--- config.mk ---
export PLATFORM = sky130hd
export DESIGN_NAME = mult_operand_sequencer
export DESIGN_NICKNAME = d
export VERILOG_FILES = /design/src/rtl/mult_operand_sequencer_pkg.sv /design/src/rtl/mult_operand_sequencer_fifo.sv /design/src/rtl/mult_operand_sequencer.sv
export SDC_FILE = /design/constraint.sdc
export NUM_CORES = 1
export LEC_CHECK = 0
export CORE_MARGIN = 3
export CORE_UTILIZATION = 35
export CTS_BUF_LIST = sky130_fd_sc_hd__clkbuf_4 sky130_fd_sc_hd__clkbuf_8
export DETAILED_ROUTE_END_ITERATION = 8
export GPL_TIMING_DRIVEN = 0
export PLACE_DENSITY_LB_ADDON = 0.25
export SETUP_SLACK_MARGIN = 0.05
export SLEW_MARGIN = 30
export SYNTH_ARGS = -nofsm -noshare
export SYNTH_HDL_FRONTEND = slang
export SYNTH_HIERARCHICAL = 1
export SYNTH_SLANG_ARGS = --single-unit
--- constraint.sdc ---
create_clock -name clock -period 3.3 [get_ports clock]
set_input_delay 0.66 -clock clock [delete_from_list [all_inputs] [get_ports clock]]
set_output_delay 0.66 -clock clock [all_outputs]
set_load 0.01 [all_outputs]
--- src/rtl/mult_operand_sequencer_pkg.sv ---
// Shared types and constants for the multiplier operand sequencer.
// The timeout is derived from operand width so a slow multiplier still has headroom.
package mult_seq_pkg;

    typedef enum logic [1:0] {
        S_IDLE  = 2'd0,
        S_START = 2'd1,
        S_WAIT  = 2'd2
    } state_t;

    function automatic int timeout_cycles(input int n);
        return 4 * n + 8;
    endfunction

endpackage

--- src/rtl/mult_operand_sequencer_fifo.sv ---
// Operand-pair FIFO with a registered occupancy count.
// There is no bypass path: a pair written on an edge is visible at the head only afterwards.
module operand_fifo #(
    parameter int WIDTH = 8,
    parameter int DEPTH = 4
) (
    input  logic                     clock,
    input  logic                     reset,
    input  logic                     push,
    input  logic [WIDTH-1:0]         push_data,
    input  logic                     pop,
    output logic [WIDTH-1:0]         pop_data,
    output logic [$clog2(DEPTH):0]   level,
    output logic                     full,
    output logic                     empty
);
    localparam int AW = $clog2(DEPTH);

    logic [WIDTH-1:0] mem [DEPTH];
    logic [AW-1:0]    wr_ptr;
    logic [AW-1:0]    rd_ptr;
    logic             do_push;
    logic             do_pop;

    assign full     = (level == (AW+1)'(DEPTH));
    assign empty    = (level == '0);
    assign do_push  = push && !full;
    assign do_pop   = pop && !empty;
    assign pop_data = mem[rd_ptr];

    always_ff @(posedge clock) begin
        if (do_push) begin
            mem[wr_ptr] <= push_data;
        end
    end

    // Pointers wrap naturally because DEPTH is a power of two.
    always_ff @(posedge clock or posedge reset) begin
        if (reset) begin
            wr_ptr <= '0;
            rd_ptr <= '0;
            level  <= '0;
        end else begin
            if (do_push) begin
                wr_ptr <= wr_ptr + AW'(1);
            end
            if (do_pop) begin
                rd_ptr <= rd_ptr + AW'(1);
            end
            case ({do_push, do_pop})
                2'b10:   level <= level + (AW+1)'(1);
                2'b01:   level <= level - (AW+1)'(1);
                default: level <= level;
            endcase
        end
    end

endmodule

--- src/rtl/mult_operand_sequencer.sv ---
// Feeds queued operand pairs to an external multiplier one at a time and
// presents each product on a valid/ready output, flagging a hung multiplier.
module mult_operand_sequencer
    import mult_seq_pkg::*;
#(
    parameter int N     = 4,
    parameter int DEPTH = 4
) (
    input  logic                     clock,
    input  logic                     reset,
    input  logic                     in_valid,
    output logic                     in_ready,
    input  logic [N-1:0]             in_multiplicand,
    input  logic [N-1:0]             in_multiplier,
    output logic                     mul_start,
    output logic [N-1:0]             mul_multiplicand,
    output logic [N-1:0]             mul_multiplier,
    input  logic [2*N:0]             mul_product,
    input  logic                     mul_done,
    output logic                     out_valid,
    input  logic                     out_ready,
    output logic [2*N:0]             out_product,
    output logic [$clog2(DEPTH):0]   fifo_level,
    output logic                     err_timeout
);
    localparam int TIMEOUT = timeout_cycles(N);
    localparam int TW      = $clog2(TIMEOUT + 1);

    state_t          state;
    state_t          next_state;
    logic [TW-1:0]   timer;
    logic [2*N-1:0]  head_pair;
    logic            fifo_full;
    logic            fifo_empty;
    logic            pop_en;
    logic            capture;
    logic            expire;
    logic            can_issue;

    operand_fifo #(
        .WIDTH (2 * N),
        .DEPTH (DEPTH)
    ) u_fifo (
        .clock     (clock),
        .reset     (reset),
        .push      (in_valid),
        .push_data ({in_multiplicand, in_multiplier}),
        .pop       (pop_en),
        .pop_data  (head_pair),
        .level     (fifo_level),
        .full      (fifo_full),
        .empty     (fifo_empty)
    );

    assign in_ready  = !fifo_full;
    assign can_issue = !fifo_empty && (!out_valid || out_ready);

    always_ff @(posedge clock or posedge reset) begin
        if (reset) begin
            state <= S_IDLE;
        end else begin
            state <= next_state;
        end
    end

    always_comb begin
        next_state = state;
        case (state)
            S_IDLE:  if (can_issue) next_state = S_START;
            S_START: next_state = S_WAIT;
            S_WAIT:  if (mul_done || timer == TW'(TIMEOUT - 1)) next_state = S_IDLE;
            default: next_state = S_IDLE;
        endcase
    end

    always_comb begin
        mul_start = (state == S_START);
        pop_en    = (state == S_IDLE) && can_issue;
        capture   = (state == S_WAIT) && mul_done;
        expire    = (state == S_WAIT) && !mul_done && (timer == TW'(TIMEOUT - 1));
    end

    // A capture on the same edge as a downstream handshake keeps out_valid set.
    always_ff @(posedge clock or posedge reset) begin
        if (reset) begin
            timer            <= '0;
            mul_multiplicand <= '0;
            mul_multiplier   <= '0;
            out_valid        <= 1'b0;
            out_product      <= '0;
            err_timeout      <= 1'b0;
        end else begin
            timer <= (state == S_WAIT && next_state == S_WAIT) ? timer + TW'(1) : '0;
            if (pop_en) begin
                mul_multiplicand <= head_pair[2*N-1:N];
                mul_multiplier   <= head_pair[N-1:0];
            end
            if (capture) begin
                out_valid   <= 1'b1;
                out_product <= mul_product;
            end else if (out_valid && out_ready) begin
                out_valid <= 1'b0;
            end
            if (expire) begin
                err_timeout <= 1'b1;
            end
        end
    end

endmodule

# --- Yosys cells after proc, flatten, opt, wreduce, memory -nomap -nowiden ---
# Memories as Yosys holds them, arrays and structs flattened. A register that Yosys moved wholly into a read port is not among the register bits.
# Index checks and enable logic that the tools add are counted.
totals:
  regBits: 25
  ramBits: 32
  inputBits: 22
  output_inout_bits: 24
  word_cells: 49
  n_memories: 1
memory_table:
  columns: ["memory", "depth", "width", "rd", "rd_clocked_by_memory_dff", "wr", "line_no", "source"]
  rows:
  - ["u_fifo.mem", 4, 8, 1, 1, 1, "mult_operand_sequencer_fifo.sv:19", "logic [WIDTH-1:0] mem [DEPTH];"]
op_classes:
  add_sub_neg: 5
  eq_ne: 7
  mux: 9
  reduce_logical: 19
op_table:
  columns: ["operator", "count"]
  rows:
  - ["1-bit logical AND", 9]
  - ["2-bit equality test, second input constant", 3]
  - ["2-bit case mux with 3 select lines", 1]
  - ["3-bit case mux with 2 select lines", 1]
  - ["5-bit by 1-bit adder with 5-bit output, second input constant", 1]
  - ["5-bit equality test, second input constant", 1]
  - ["5-bit two-way mux", 1]
  - ["2-bit by 1-bit adder with 2-bit output, second input constant", 2]
  - ["2-bit by 1-bit equality test with 1-bit output, second input constant", 2]
  - ["1-bit zero test", 4]
  - ["1-bit two-way mux", 4]
  - ["2-bit two-way mux", 2]
  - ["2-bit nonzero test", 2]
  - ["3-bit by 1-bit adder with 3-bit output, second input constant", 1]
  - ["3-bit equality test, second input constant", 1]
  - ["3-bit zero test", 1]
  - ["3-bit by 1-bit subtractor with 3-bit output, second input constant", 1]
  - ["2-bit zero test", 1]
  - ["1-bit logical OR", 2]

# --- Logic depth before layout (Yosys ltp) ---
logic_depth:
  depth_word: 8
  depth_mapped: 9
  depth_no_buf: 9

# --- By module ---
# The synthesis kept the hierarchy.
by_module_without_submodules:
  columns: ["mod", "n_inst", "cells_per_inst", "area_per_inst_um2", "seq_area_each_um2"]
  rows:
  - ["operand_fifo", 1, 80, 1596.5, 1136.1]
  - ["mult_operand_sequencer", 1, 70, 1028.5, 650.6]

# --- Worst setup path after synthesis ---
# No wires, ideal clock.
synth_timing:
  kind: "input port to flip-flop"
  start: "in out_ready"
  end: "reg u_fifo.level[2]"
  setup_ps: 79
  arrival_time_ps: 2302
  required_ps: 3221
  slack_ps: 919
  stages: 9
  n_path_buf: 0
  cell_sequence: "nor2b_1 -> nor4_4 -> o31a_2 -> ha_1 -> inv_1 -> fa_1 -> xor2_1 -> nor2_1 -> xor2_1"
synth_via:
  elab_chain_cells: 6
  elab_cells_between_ends: 8
  cone_classes: "eq/ne (2); mux (1); reduce/logical (5)"
synth_lines:
  columns: ["item", "line_no", "source"]
  rows:
  - ["start, declared", "mult_operand_sequencer.sv:21", "input logic out_ready,"]
  - ["1-bit logical OR *", "mult_operand_sequencer.sv:56", "assign can_issue = !fifo_empty && (!out_valid || out_ready);"]
  - ["1-bit logical AND *", "mult_operand_sequencer.sv:56", null]
  - ["1-bit logical AND *", "mult_operand_sequencer.sv:78", "pop_en = (state == S_IDLE) && can_issue;"]
  - ["net pop_en", "mult_operand_sequencer.sv:35", "logic pop_en;"]
  - ["1-bit logical AND *", "mult_operand_sequencer_fifo.sv:28", "assign do_pop = pop && !empty;"]
  - ["net u_fifo.do_pop", "mult_operand_sequencer_fifo.sv:23", "logic do_pop;"]
  - ["2-bit by 1-bit equality test with 1-bit output or 2-bit equality test (tied branches)", "mult_operand_sequencer_fifo.sv:50", "case ({do_push, do_pop})"]
  - ["3-bit case mux with 2 select lines or 2-bit nonzero test (tied branches)", null, null]
  - ["end signal, assigned", "mult_operand_sequencer_fifo.sv:51", "2'b10: level <= level + (AW+1)'(1);"]
  - ["end signal, assigned", "mult_operand_sequencer_fifo.sv:52", "2'b01: level <= level - (AW+1)'(1);"]
  - ["end signal, assigned", "mult_operand_sequencer_fifo.sv:53", "default: level <= level;"]
  - ["end, declared", "mult_operand_sequencer_fifo.sv:13", "output logic [$clog2(DEPTH):0] level,"]
# The timed path passes the listed nets; every way through them passes the cells marked *.
# A chain may end at the register's enable or synchronous reset.

# --- Final worst setup path ---
# Ends and elaborated chain as after synthesis.

==> implementation parameters <==
Parameter                              Value

Logic synthesis
  Post-synthesis instance total ... 150
  Mean area per synthesized cell ... 17.5 um^2
  Dominant synthesized flop cell ... dfrtp_1
  Cell Area, Synth ... 2630 um^2
  Seq/Total Area, Yosys ... 0.681
  Number of warnings printed during yosys synthesis ... 6
  Number of flops mapped to enable cells by yosys ... 32
  Flip-flop and latch count after synthesis ... 65
  Number of nets in the synthesized netlist ... 179
  Unique cell type count in the Yosys netlist ... 31
  Share of synthesized flip-flops with an asynchronous set or reset ... 0.508

Final layout
  Share of final-layout standard cells stronger than drive strength 1 ... 0.251
  Count of nets after finishing ... 235
  Layout overhead on the synthesized area ... 29.9%
  Final core utilization ... 0.486
  Layout Cell Area excl Fill ... 3410 um^2
  Number of inserted diodes ... 0
  Final-layout fill cell count ... 622
  Most frequent standard cell in the layout excluding fill and tap cells ... clkdlybuf4s50_1
  Commonest non-fill, non-tap cells in the layout ... clkdlybuf4s50_1 (45), dfrtp_1 (33), edfxtp_1 (32)

Drt
  Antenna Nets Post-Route ... 0
  Routed length per instance ... 14.8 um
  Number of vias after detailed routing ... 1396
  Routed via count divided by cell count ... 4.55
  Detailed Route Iter0 Violations ... 51
  Remaining routing DRC violations ... 0
  Total length of routed wires ... 4560 um
  Detailed-router iteration count before antenna repair ... 4

Hold path
  Class of the most critical hold timing path ... flip-flop to flip-flop
  Hold Crit Depth ... 1
  Launch instance of the worst min-delay path ... timer[0]
  End of the worst hold path ... timer[0]

Worst setup path
  Startpoint Class ... input pin
  Critical Path RT ... 3.55 ns
  Cell repeated most along the worst path ... xor2_1
  Worst flop-to-flop path endpoint ... u_fifo/level[2]
  Arrival time at the worst endpoint ... 3.13 ns
  Origin of the critical flop-to-flop path ... u_fifo/level[0]
  Worst Setup Path Type ... input pin to flip-flop
  Cell with the biggest individual delay on the critical path ... nor4_4
  Largest stage delay, worst path ... 0.57 ns
  Top fanout value on the critical path ... 9
  Cell Chain, Critical Path ... clkdlybuf4s50_1 -> nor2b_1 -> nor4_4 -> o31a_2 -> ha_1 -> inv_1 -> fa_1 -> xor2_1 -> nor2_1 -> xor2_1
  R2R depth ... 9
  Element type at the critical path end ... flip-flop
  Flop-to-flop setup slack ... 0.55 ns

CTS
  Post-CTS repair timing setup buffer count ... 0
  Number of buffers created by CTS ... 9
  Maximum count of clock buffers along a single path ... 2
  Clock Sink Count ... 65
  Clock tree from TritonCTS ... built
  CTS clk-pin slew, worst paths ... 0.07 ns
  H-tree levels ... 3
  Clock Tree Root ... clkbuf_8
  Number of cells upsized or downsized after cts ... 0
  Hold buffers post-CTS ... 0
  Clock Latency Late Sink ... 0.33 ns

STA
  Share of the cycle needed by the critical path after routing ... 0.872
  Fin Clk Skew ... 0.00668 ns
  Number of hold-slack violations in the final timing report ... 0
  Worst slew margin relative to its limit ... 0.498
  Slew of the pin with the lowest slew margin ... 0.747 ns
  Setup-violating endpoint count in the final report ... 0
  Final-report max-slew violation count ... 0
  Unrepaired setup endpoints after global routing ... no
  Post-route minimum period ... 2.88 ns
  Post-Route Setup TNS ... 0 ns
  Maximum clock frequency ... 0.348 GHz

Pwr
  Leakage ... 1.32 nW
  Worst voltage drop across the vdd grid ... 0.000295 V
  Tot Pwr ... 3.14 mW
  Cell area power density ... 922 nW/um^2

Floorplan
  Floorplan row count ... 30
  Die Span Y ... 92.6 um
  Die area ... 8570 um^2
  I/O pins ... 46
  Core outline area ... 7020 um^2
  Die boundary width ... 92.6 um
  Initial core utilization ... 0.374

Place
  Estimated wirelength of the detail-placed design ... 3140 um
  Port buffer count ... 45
  Routability congestion estimate ... 0.703
  Post-DP Area ... 3200 um^2

GRT
  Total routing usage reported by global routing ... 0.119
  Wire length of the first global-routing pass ... 7630 um
  Overflow after GRT ... 0
  Number of global-route vias before repair ... 1502
  Initial antenna violation count ... 0
  Maximum number of pins on one net before global-route repair ... 27

Job
  Max-cap violations ... 0

Status
  Result of the run ... complete, no violations
## flip-flops by register name (all words and copies together), names as in the netlist
register	cells
err_timeout	1
mul_multiplicand	4
mul_multiplier	4
out_product	9
out_valid	1
state	2
timer	5
u_fifo/level	3
u_fifo/mem	32
u_fifo/rd_ptr	2
u_fifo/wr_ptr	2
## layer usage
layer / up-vias / wire [um] / global-route usage
met3: 7 / 177 / 0.0374
met1: 711 / 1950 / 0.145
li1: 653 / - / -
met2: 25 / 2380 / 0.191
met4: 0 / 53 / 0.0594
met5: - / 0 / 0
## final cells by class
class	count	area [um^2]	area share
sequential	65	1790	0.524
multi-input combinational	72	787	0.231
timing repair buffer	45	450	0.132
clock buffer	10	131	0.0385
tap	96	120	0.0352
clock inverter	6	82.6	0.0242
inverter	10	37.5	0.0110
buffer	3	13.8	0.00404
## cell usage after synthesis (2+ instances only)
library cell  instances  area, um^2
dfrtp_1              33         826
edfxtp_1             32         961
mux2_2               17         191
inv_1                10        37.5
mux4_2                8         180
ha_1                  6        75.1
nor2_1                5        18.8
and2_2                4        30.0
xnor2_1               4        35.0
xor2_1                4        35.0
nand2_1               3        11.3
buf_2                 2        10.0
nand2b_1              2        12.5
nand4b_1              2        17.5
nor2b_1               2        12.5
## critical path, delay by kind of cell
family | cells | cell delay (ns)
buf+inv | 2 | 0.52
compound gates | 1 | 0.32
simple gates | 3 | 0.76
xor+xnor | 2 | 0.30
fa+ha+maj | 2 | 0.56
## worst max-delay path by stage
stage	start	to	slack, ns	cells after the start
2_1_floorplan	out_ready	u_fifo/level[2]	0.92	9
3_3_place_gp	out_ready	u_fifo/level[2]	0.09	10
3_5_place_dp	out_ready	u_fifo/level[2]	0.08	10
4_1_cts	out_ready	u_fifo/level[2]	0.41	10
5_1_grt	out_ready	u_fifo/level[2]	0.30	10
6_report	out_ready	u_fifo/level[2]	0.42	10
## through the flow
| stage | std cells | setup slack, ns | hold slack, ns |
|---|---|---|---|
| 3_3_place_gp | 291 | 0.0947 | 0.450 |
| 6_report | 307 | 0.423 | 0.456 |
| 2_1_floorplan | 150 | 0.919 | 0.429 |
| 4_1_cts | 307 | 0.406 | 0.461 |
| 3_5_place_dp | 291 | 0.0753 | 0.452 |
| 5_1_grt | 307 | 0.300 | 0.509 |
## cell families after synthesis
logic type	count (synthesis)	share of synthesized area
xor gates and xnor gates	8	0.0267
DFF	65	0.681
AOI/OAI and AO/OA	3	0.00858
buffers and inverters	13	0.0195
muxes	27	0.151
and+or+nand+nor	27	0.0772
adders and majority gates	7	0.0362
## power by group
group	internal (mW)	switching [mW]	total, mW
registers	1.12	0.140	1.26
logic	0.674	0.486	1.16
clock network	0.429	0.293	0.722
total	2.22	0.919	3.14
Note: power is estimated with default switching activity, not from simulation.
